==> src/rtl/uart_tx_drain.sv <==
// UART 8N1 transmitter that drains the bridge byte FIFO, one pop per frame.
// Optional even parity (8E1) is compiled in when UART_TX_PARITY_EN is defined.
module uart_tx_drain #(
  parameter int unsigned CLKS_PER_BIT = 868,
  parameter int unsigned STOP_BITS    = 1
) (
  input  logic       i_clk,
  input  logic       i_reset,
  input  logic       i_enable,
  input  logic       i_fifo_empty,
  input  logic [7:0] i_fifo_data,
  output logic       o_fifo_rd_en,
  output logic       o_tx,
  output logic       o_busy,
  output logic       o_done
);

  localparam int unsigned BAUD_W = $clog2(CLKS_PER_BIT);
  localparam logic [BAUD_W-1:0] BAUD_LAST = BAUD_W'(CLKS_PER_BIT - 1);
  localparam logic [2:0] STOP_LAST = 3'(STOP_BITS - 1);

  typedef enum logic [2:0] {
    S_IDLE   = 3'd0,
    S_FETCH  = 3'd1,
    S_LOAD   = 3'd2,
    S_START  = 3'd3,
    S_DATA   = 3'd4,
`ifdef UART_TX_PARITY_EN
    S_PARITY = 3'd5,
`endif
    S_STOP   = 3'd6
  } state_e;

  state_e            state_q, state_d;
  logic [BAUD_W-1:0] baud_q, baud_d;
  logic [2:0]        bit_q, bit_d;
  logic [7:0]        shift_q, shift_d;
  logic              tx_q, tx_d;
  logic              hold_q;
  logic              bit_end;
  logic [BAUD_W-1:0] baud_inc;

  assign bit_end  = (baud_q == BAUD_LAST);
  assign baud_inc = bit_end ? '0 : baud_q + 1'b1;

`ifdef UART_TX_PARITY_EN
  logic par_q;
  always_ff @(posedge i_clk) begin
    if (i_reset)                par_q <= 1'b0;
    else if (state_q == S_FETCH) par_q <= ^i_fifo_data;
  end
`endif

  always_comb begin
    state_d      = state_q;
    baud_d       = baud_q;
    bit_d        = bit_q;
    shift_d      = shift_q;
    o_fifo_rd_en = 1'b0;
    o_done       = 1'b0;
    case (state_q)
      S_IDLE: begin
        // hold_q keeps the cycle after a reset pop-free as well
        if (i_enable && !i_fifo_empty && !i_reset && !hold_q) begin
          o_fifo_rd_en = 1'b1;
          state_d      = S_FETCH;
        end
      end
      S_FETCH: begin
        shift_d = i_fifo_data;
        state_d = S_LOAD;
      end
      S_LOAD: begin
        baud_d  = '0;
        bit_d   = '0;
        state_d = S_START;
      end
      S_START: begin
        baud_d = baud_inc;
        if (bit_end) state_d = S_DATA;
      end
      S_DATA: begin
        baud_d = baud_inc;
        if (bit_end) begin
          shift_d = {1'b0, shift_q[7:1]};
          if (bit_q == 3'd7) begin
            bit_d = '0;
`ifdef UART_TX_PARITY_EN
            state_d = S_PARITY;
`else
            state_d = S_STOP;
`endif
          end else begin
            bit_d = bit_q + 3'd1;
          end
        end
      end
`ifdef UART_TX_PARITY_EN
      S_PARITY: begin
        baud_d = baud_inc;
        if (bit_end) state_d = S_STOP;
      end
`endif
      S_STOP: begin
        baud_d = baud_inc;
        if (bit_end) begin
          if (bit_q == STOP_LAST) begin
            bit_d   = '0;
            o_done  = 1'b1;
            state_d = S_IDLE;
          end else begin
            bit_d = bit_q + 3'd1;
          end
        end
      end
      default: state_d = S_IDLE;
    endcase
  end

  // Line level is registered from the next state so o_tx never glitches
  always_comb begin
    tx_d = 1'b1;
    case (state_d)
      S_START:  tx_d = 1'b0;
      S_DATA:   tx_d = shift_d[0];
`ifdef UART_TX_PARITY_EN
      S_PARITY: tx_d = par_q;
`endif
      default:  tx_d = 1'b1;
    endcase
  end

  always_ff @(posedge i_clk) begin
    if (i_reset) begin
      state_q <= S_IDLE;
      baud_q  <= '0;
      bit_q   <= '0;
      shift_q <= '0;
      tx_q    <= 1'b1;
      hold_q  <= 1'b1;
    end else begin
      state_q <= state_d;
      baud_q  <= baud_d;
      bit_q   <= bit_d;
      shift_q <= shift_d;
      tx_q    <= tx_d;
      hold_q  <= 1'b0;
    end
  end

  assign o_tx   = tx_q;
  assign o_busy = (state_q != S_IDLE) || o_fifo_rd_en;

endmodule

==> config.mk <==
export PLATFORM = sky130hd
export DESIGN_NAME = uart_tx_drain
export DESIGN_NICKNAME = d
export VERILOG_FILES = /design/src/rtl/uart_tx_drain.sv
export SDC_FILE = /design/constraint.sdc
export NUM_CORES = 1
export LEC_CHECK = 0
export BUFFER_PORTS_ARGS = -buffer_cell sky130_fd_sc_hd__buf_2
export CAP_MARGIN = 20
export CORE_MARGIN = 2
export CORE_UTILIZATION = 55
export CTS_CLUSTER_DIAMETER = 200
export DETAILED_ROUTE_END_ITERATION = 7
export GPL_TIMING_DRIVEN = 0
export PLACE_DENSITY = 0.8
export REMOVE_ABC_BUFFERS = 1
export SLEW_MARGIN = 20
export SYNTH_ARGS = -nofsm -noshare
export SYNTH_HDL_FRONTEND = slang
export SYNTH_SLANG_ARGS = --single-unit
==> constraint.sdc <==
create_clock -name i_clk -period 2.2 [get_ports i_clk]
set_input_delay 0.44 -clock i_clk [delete_from_list [all_inputs] [get_ports i_clk]]
set_output_delay 0.44 -clock i_clk [all_outputs]
set_load 0.01 [all_outputs]
Word level (Yosys, flattened, before mapping). Index checks and enable logic that the tools add are counted.

$add $sub $neg: 2. Muxes and demuxes: 23. Reduce and logical (&&, ||, !) cells: 16. Equality and inequality tests: 11.

Operators with widths (number): $mux 3 (10); $pmux 10 s2 (1); $pmux 3 s6 (1); $pmux 8 s2 (1); $eq 3x3->1 const B (4); $add 10x1->10 const B (1); $eq 10x10->1 const B (1); $mux 10 (1); $eq 3x2->1 const B (3); $pmux 3 s3 (1); $mux 8 (1); $logic_not 3->1 (2); $mux 1 (6); $reduce_bool 3->1 (2); $ne 2x2->1 const B (2); $reduce_bool 2->1 (2); $add 3x1->3 const B (1); $eq 3x1->1 const B (1); $logic_and 1x1->1 (3); $logic_not 1->1 (3); $reduce_and 3->1 (1); $reduce_or 3->1 (1); $pmux 1 s2 (1); $reduce_and 2->1 (1); $logic_or 1x1->1 (1).

Word-level logic and storage cells: 59. Output and inout port bits: 4. Bits of input ports: 12. Register bits: 26.

Longest topological paths before layout. Gate-level depths: netlist of the first run.

Word-level depth: 8. Depth in mapped cells: 8. Depth with buffers taken out: 7.

Worst setup path before layout of the first run. Ideal clock, no wire load.

Path kind: register -> output. Start point: register baud_q[0]. End point: output o_done. Required time: 1760 ps. Path buffers: 0. Stages on the path, launching flop included: 5. Arrival time: 1599 ps. Setup slack: 161 ps. Path through: dfxtp_1 ha_1 or4b_4 nor3_4 and4_1.

Cells in the longest elaborated chain, start to end: 3.

Ends and longest elaborated chain: start: declaration (line 35) `logic [BAUD_W-1:0] baud_q, baud_d;`; start signal: assignment (line 143) `baud_q <= baud_d;`; $eq 10x10->1 (line 43) `assign bit_end = (baud_q == BAUD_LAST);`; $mux 1 (line 106) `if (bit_end) begin`; $mux 1 (line 61) `case (state_q)`; end: declaration (line 15) `output logic o_done`.

No other way between the ends.

Final worst setup path of the first run.
Start point: register baud_q[1]. End point: output o_done.

The elaborated chain is that of the path after synthesis.

==> out/summary.md, run 1 <==
Synthesis
* 39.6% — register area share after synthesis
* 0% — share of flip-flops with an asynchronous set or reset
* sky130_fd_sc_hd__dfxtp_1 — count leader, synth
* sky130_fd_sc_hd__dfxtp_1 — Synth Flop Type
* 42 — distinct cell type count of the synthesized netlist
* sky130_fd_sc_hd__dfxtp_1 — cell type with the largest total area after synthesis
* 0 — number of enable flip-flop cells after synthesis
* sky130_fd_sc_hd__dfxtp_1 (40%), sky130_fd_sc_hd__nand2_1 (4.3%), sky130_fd_sc_hd__a22oi_1 (4.0%) — top cells by area in the synthesized netlist
* 26 — number of synthesized register bits
* 8.76 sq um — post-synthesis average cell area
* 0 — Yosys Warn Count
* 39.6% — area share of the leading cell type in the synthesized netlist
* 150 — synthesized instance count
* sky130_fd_sc_hd__dfxtp_1 (26), sky130_fd_sc_hd__nand2_1 (15), sky130_fd_sc_hd__nor2_1 (14) — most common library cells after synthesis
* 1310 sq um — cell area after synthesis

Placement
* 1800 um — estimated wirelength of the detail-placed design
* -88.2 ps — placement-stage worst setup slack
* 15 — number of port buffers
* 0.783 — last weighted congestion value of the routability-driven placer

Critical path
* ha_4 > or4b_4 > nor3_4 > and4_1 > buf_2 — critical path cell sequence
* 1820 ps — critical path arrival
* flip-flop — kind of start point of the critical path
* simple AND/OR/NAND/NOR gates — Top delay family on crit path
* 500 ps — crit-path max cell delay
* 260 ps — Reg2Reg Setup Slack
* primary output — category of the worst setup path capture point
* 3 — Crit Path Max Fanout
* 1 — Crit path buffers/inverters
* flip-flop to primary output — Crit Path Class
* 1760 ps — Critical Path RT
* sky130_fd_sc_hd__or4b_4 — Slowest cell on crit path

STA
* 432 ps — actual transition at the worst max-transition pin
* 0.442 GHz — Fmax achieved
* 10.8 ps — Fin Clk Skew
* 70.8% — worst max-slew margin expressed relative to the limit
* -62.6 ps — smallest setup slack after layout
* yes — setup repair after global routing missed its margin
* 1 — number of endpoints failing setup at the final stage
* 372 ps — tightest hold margin
* 0 — Final Hold Vio Count
* 0 — max-slew violation total from the final report
* 2260 ps — final critical delay including setup and external delays
* 103% — share of the cycle needed by the critical path after routing

Die
* 52.9 um — Chip Width
* 58.8% — initial core utilization
* 52.9 um — die boundary height
* 2800 sq um — die outline area
* 16 — IO Pins
* 2230 sq um — core region area
* 17 — site row count

CTS
* 26 — clock net sink count
* sky130_fd_sc_hd__clkbuf_4 — cell at the root of the clock tree
* 1 — H-tree depth
* 330 ps — insertion delay to the later sink of the worst-skew pair
* 150 ps — clock edge transition at the registers on the reported setup and hold paths
* 3 — clock buffers created by TritonCTS
* done — clock tree from TritonCTS
* 2 — buffer levels on the longest clock path

Global route
* 1088 — vias in the first global route
* 0 — number of antenna violations at the first check in global routing
* 22.1% — total routing resource utilization after global routing
* 4570 um — global-route wire length before repair
* 0 — total grt overflow
* 23 — pin count of the biggest net entering global routing

Cells and area
* 182 — fin nets
* 20.6% — fraction of final layout cells with drive strength greater than 1
* 0 — final antenna diode count
* 66.7% — Final Util
* 186 — Layout fillers
* 13.3% — Layout area overhead

Run status
* finished with violations — run status
* setup timing — failing checks

Min path
* input pin to flip-flop — worst min-delay path class

Pwr
* 0.599 nW — P_leak
* 642 nW/um^2 — Pwr per Cell Area
* 391 uV — maximum ir drop on the vdd rail

Drt
* 13.2 um — WL per Instance
* 4 — drt pass-1 iters
* 5.76 — routed vias/inst
* 1111 — vias after detailed routing
* 2540 um — wirelength, routed
* 19 — Iteration-0 DRC Markers
* 0 — post-detailed-route count of antenna-violating nets
* 0 — number of DRC violations after detailed routing

Run
* 0 — Max Cap Violations

[registers in the layout (all words and copies together) (netlist names)]
name	count
baud_q	10
shift_q	8
bit_q	3
state_q	3
hold_q	1
o_tx	1
[worst register-to-register path, cell delays in order, from the launching register on]
cell and delay [ps]:
sky130_fd_sc_hd__dfxtp_2 380, sky130_fd_sc_hd__ha_4 140, sky130_fd_sc_hd__or4b_4 500, sky130_fd_sc_hd__nor4_4 360
sky130_fd_sc_hd__nor2_2 150, sky130_fd_sc_hd__a21oi_2 210, sky130_fd_sc_hd__a31oi_2 100
[cell families after synthesis]
logic type | share of synthesized area, %
xor gates and xnor gates | 4.67
buffers and inverters | 3.90
and+or+nand+nor | 29.0
AOI/OAI and AO/OA | 19.0
adders and majority gates | 3.81
DFF | 39.6
[final timing paths]
check,start,endpoint,cells past startpoint
max,baud_q[1],o_done,5
min,i_fifo_data[7],shift_q[7],3
max reg2reg,baud_q[1],o_tx,6
min reg2reg,shift_q[6],shift_q[6],2
[layout by cell type (no fill, tap or decap), types with 2 or more instances in the layout]
master,Yosys,routed
sky130_fd_sc_hd__clkbuf_4,0,3
sky130_fd_sc_hd__nor3_1,3,3
sky130_fd_sc_hd__o21ai_1,3,3
sky130_fd_sc_hd__a211oi_1,5,5
sky130_fd_sc_hd__dfxtp_2,0,2
sky130_fd_sc_hd__nor2_1,14,14
sky130_fd_sc_hd__nor4b_1,2,2
sky130_fd_sc_hd__xnor2_1,3,3
sky130_fd_sc_hd__and3_1,2,2
sky130_fd_sc_hd__nand2_1,15,15
sky130_fd_sc_hd__and2_1,2,2
sky130_fd_sc_hd__a21o_1,2,2
sky130_fd_sc_hd__buf_2,2,15
sky130_fd_sc_hd__buf_4,0,4
sky130_fd_sc_hd__nand3_1,7,7
sky130_fd_sc_hd__a22oi_1,7,7
sky130_fd_sc_hd__ha_1,4,3
sky130_fd_sc_hd__dfxtp_1,26,24
sky130_fd_sc_hd__nand3b_1,2,2
sky130_fd_sc_hd__inv_1,5,5
sky130_fd_sc_hd__nand2b_1,5,5
sky130_fd_sc_hd__a31oi_1,2,2
sky130_fd_sc_hd__xor2_1,4,4
sky130_fd_sc_hd__a21oi_1,9,9
[metrics by stage]
step           instance area, sq um  setup TNS, ps  instances  total power, mW
2_1_floorplan                  1280              0        142            0.587
3_3_place_gp                   1390          -32.6        185            0.621
3_5_place_dp                   1390           -189        185            0.627
4_1_cts                        1480          -72.4        192            0.962
5_1_grt                        1490           -137        193            0.999
6_report                       1490          -62.6        193            0.956
[layout make-up]
class	instances	area, sq um	share of cell area (%)
multi-input combinational	111	754	50.7
sequential	26	523	35.1
timing repair buffer	19	105	7.06
tap	28	35.0	2.35
clock inverter	1	30.0	2.02
clock buffer	3	22.5	1.51
inverter	5	18.8	1.26
[power breakdown]
group | total, mW | leakage, nW | internal (mW) | switching (mW)
clock network | 0.330 | 0.0279 | 0.184 | 0.145
logic | 0.116 | 0.360 | 0.0506 | 0.0655
registers | 0.510 | 0.211 | 0.489 | 0.0213
[per-layer routing]
layer  GRT usage (%)  part of all wire, %  wire, um  vias to the layer above
met5               0                    0         0                        -
li1                -                    -         -                      571
met4            10.3                  1.8        47                        0
met2            39.0                   50      1270                       15
met1            26.4                   45      1160                      520
met3            2.54                  2.9        73                        5
[repair_timing]
action / in CTS / in global routing
pin swaps: 3 / 0
setup endpoints to repair: 4 / 4
buffers inserted: 3 / 1
hold buffers: 0 / 0
gates resized for setup: 4 / 0
No activity file was read; power rests on OpenSTA's default activity.
==> inputs of run 2 (changes only) <==
Settings changed: PLACE_DENSITY 0.8 to 0.73.
==> run 2 against run 1 <==
Net effect: the run still ends with setup timing left; combinational power grew 5%; global-route usage grew 0.11 points; non-clock buffer count is the same; critical path type unchanged; highest routed layer unchanged.
==> out/summary.md, run 2 (synthesized netlist as in run 1, its figures left out) <==
Run status
* finished with violations — run status
* setup timing — failing checks

Cells and area
* sky130_fd_sc_hd__dfxtp_1 — most common library cell in the layout ignoring fill and taps
* 200 — Layout fillers, +7.5%
* 523 sq um — footprint of the flip-flops and latches, unchanged
* baud_q — register ranked first by flip-flop count
* 10 — number of flip-flops under the largest register name, unchanged
* 67.2% — Final Util, +0.50 points
* sky130_fd_sc_hd__dfxtp_1 (24), sky130_fd_sc_hd__nand2_1 (15), sky130_fd_sc_hd__buf_2 (15), sky130_fd_sc_hd__nor2_1 (14), sky130_fd_sc_hd__a21oi_1 (9) — commonest cells after routing, fill and taps aside
* 21.2% — fraction of final layout cells with drive strength greater than 1, +0.61 points
* 1500 sq um — final non-filler cell area, +0.76%
* 182 — fin nets, unchanged
* 0 — final antenna diode count, unchanged
* 14.2% — Layout area overhead
* baud_q x10, shift_q x8 — largest registers
* 766 sq um — Multi-input gate area, +1.5%

STA
* 2260 ps — final critical delay including setup and external delays, +0.547 ps
* 1 — number of endpoints failing setup at the final stage, unchanged
* 4.74 ps — Fin Clk Skew, -6.08 ps
* 64.8% — worst max-slew margin expressed relative to the limit, -6.0 points
* 524 ps — actual transition at the worst max-transition pin, +91.8 ps
* -63.1 ps — smallest setup slack after layout, -0.547 ps
* 0.442 GHz — Fmax achieved, about the same
* yes — setup repair after global routing missed its margin
* 0 — max-slew violation total from the final report, unchanged
* 103% — share of the cycle needed by the critical path after routing, about the same
* 0 — Final Hold Vio Count, unchanged

Drt
* 2690 um — wirelength, routed, +5.7%
* 13.9 um — WL per Instance, +5.7%
* 5 — drt pass-1 iters, +1
* 0 — post-detailed-route count of antenna-violating nets, unchanged
* 0 — number of DRC violations after detailed routing, unchanged
* 1139 — vias after detailed routing, +2.5%
* 44 — Iteration-0 DRC Markers, +25
* 5.90 — routed vias/inst, +2.5%

Pwr
* 53.4% — power share of the sequential group, about the same
* 473 uV — maximum ir drop on the vdd rail, +21%
* 724 uW — internal power component, +0.13%
* 229 uW — Switching Power, -1.2%
* 636 nW/um^2 — Pwr per Cell Area, -0.95%
* 12.8% — logic gate share of total power, +0.6 points
* 33.9% — clock group share of total power, -0.6 points
* 24.1% — fraction of power spent switching nets, -0.25 points
* 0.602 nW — P_leak, +0.56%
* 954 uW — overall power after layout, -0.20%

Critical path
* 1820 ps — critical path arrival, about the same
* flip-flop to primary output — Crit Path Class
* 110 ps — Reg2Reg Setup Slack, -150 ps
* 6 — reg2reg path depth, unchanged
* 1760 ps — Critical Path RT, about the same
* o_tx — worst reg2reg endpoint
* flip-flop — kind of start point of the critical path
* baud_q[1] — startpoint of the most critical register-to-register path
* primary output — category of the worst setup path capture point
* 3 — Crit Path Max Fanout, unchanged

Global route
* 0 — number of antenna violations at the first check in global routing, unchanged
* 1008 — vias in the first global route, -7.4%
* 22.2% — total routing resource utilization after global routing, +0.11 points
* 0 — total grt overflow, unchanged
* 23 — pin count of the biggest net entering global routing, unchanged
* 4490 um — global-route wire length before repair, -1.8%

Die
* 2800 sq um — die outline area, unchanged
* 17 — site row count, unchanged
* 58.8% — initial core utilization, unchanged
* 52.9 um — die boundary height, unchanged
* 16 — IO Pins, unchanged
* 2230 sq um — core region area, unchanged
* 52.9 um — Chip Width, unchanged

CTS
* 0 — hold-fix buffer count after cts, unchanged
* 26 — clock net sink count, unchanged
* 2 — buffer levels on the longest clock path, unchanged
* 1 — H-tree depth, unchanged
* 320 ps — insertion delay to the later sink of the worst-skew pair, about the same
* sky130_fd_sc_hd__clkbuf_4 — cell at the root of the clock tree
* 140 ps — clock edge transition at the registers on the reported setup and hold paths, about the same
* 3 — clock buffers created by TritonCTS, unchanged
* done — clock tree from TritonCTS

Placement
* 1850 um — estimated wirelength of the detail-placed design, +2.7%
* 0.769 — last weighted congestion value of the routability-driven placer, -1.8%
* 15 — number of port buffers, unchanged
* 1390 sq um — Cell Area, Placed, unchanged

Run
* 0 — Max Cap Violations, unchanged

Min path
* input pin to flip-flop — worst min-delay path class
* i_fifo_data[7] — Min-Delay Startpoint
* 3 — hold path cells, unchanged
* shift_q[7] — capture endpoint of the worst hold path

==> run 2: worst max path at each step <==
| stage | startpoint | end | slack, ps |
|---|---|---|---|
| final | baud_q[1] | o_done | -60 |
| after global routing | baud_q[1] | o_done | -140 |
| after CTS | baud_q[1] | o_done | -50 |
| after detailed placement | baud_q[0] | o_tx | -40 |
| after global placement | baud_q[0] | o_done | -10 |
| after floorplan | baud_q[0] | o_done | 160 |
==> run 2: layout make-up <==
| class | instances | area share (%) |
|---|---|---|
| multi-input cells | 111 | 51.0 |
| clock buffers | 3 | 1.50 |
| inverters | 5 | 1.25 |
| clock inverters | 1 | 2.00 |
| repair buffers | 19 | 7.01 |
| well taps | 28 | 2.34 |
| flip-flops and latches | 26 | 34.9 |
==> run 2: per-layer routing <==
metal | vias to the layer above | GRT usage [%] | wire [um]
li1 | 568 | - | -
met1 | 537 | 27.0 | 1220
met2 | 30 | 39.0 | 1330
met3 | 4 | 2.82 | 110
met4 | 0 | 9.40 | 31
met5 | - | 0 | 0
==> run 2: what timing repair did <==
action | 4_1_cts | 5_1_grt
endpoints found under the setup margin | 3 | 3
gates resized for setup | 4 | 2
pin swaps | 2 | 1
buffers inserted | 4 | 0
==> run 2: power by group through the flow <==
stage,Sequential (mW),Clock (mW),Combinational [mW]
global route,0.512,0.344,0.135
detailed placement,0.519,0,0.109
CTS,0.509,0.331,0.119
global placement,0.518,0,0.105
floorplan,0.516,0,0.0710
finish,0.509,0.323,0.122
==> run 2: worst max-delay path, stage by stage (launching register included) <==
cell and delay (ps):
sky130_fd_sc_hd__dfxtp_2 380, sky130_fd_sc_hd__ha_4 130, sky130_fd_sc_hd__or4b_4 510, sky130_fd_sc_hd__nor3_4 160, sky130_fd_sc_hd__and4_1 190, sky130_fd_sc_hd__buf_2 120
==> run 2: through the flow <==
step	hold WS [ps]	setup TNS (ps)	setup WS [ps]	std cells
2_1_floorplan	430	0	161	142
3_3_place_gp	443	-14.5	-14.5	185
3_5_place_dp	454	-75.2	-40.1	185
4_1_cts	365	-54.2	-54.2	193
5_1_grt	381	-135	-135	193
6_report	373	-63.1	-63.1	193
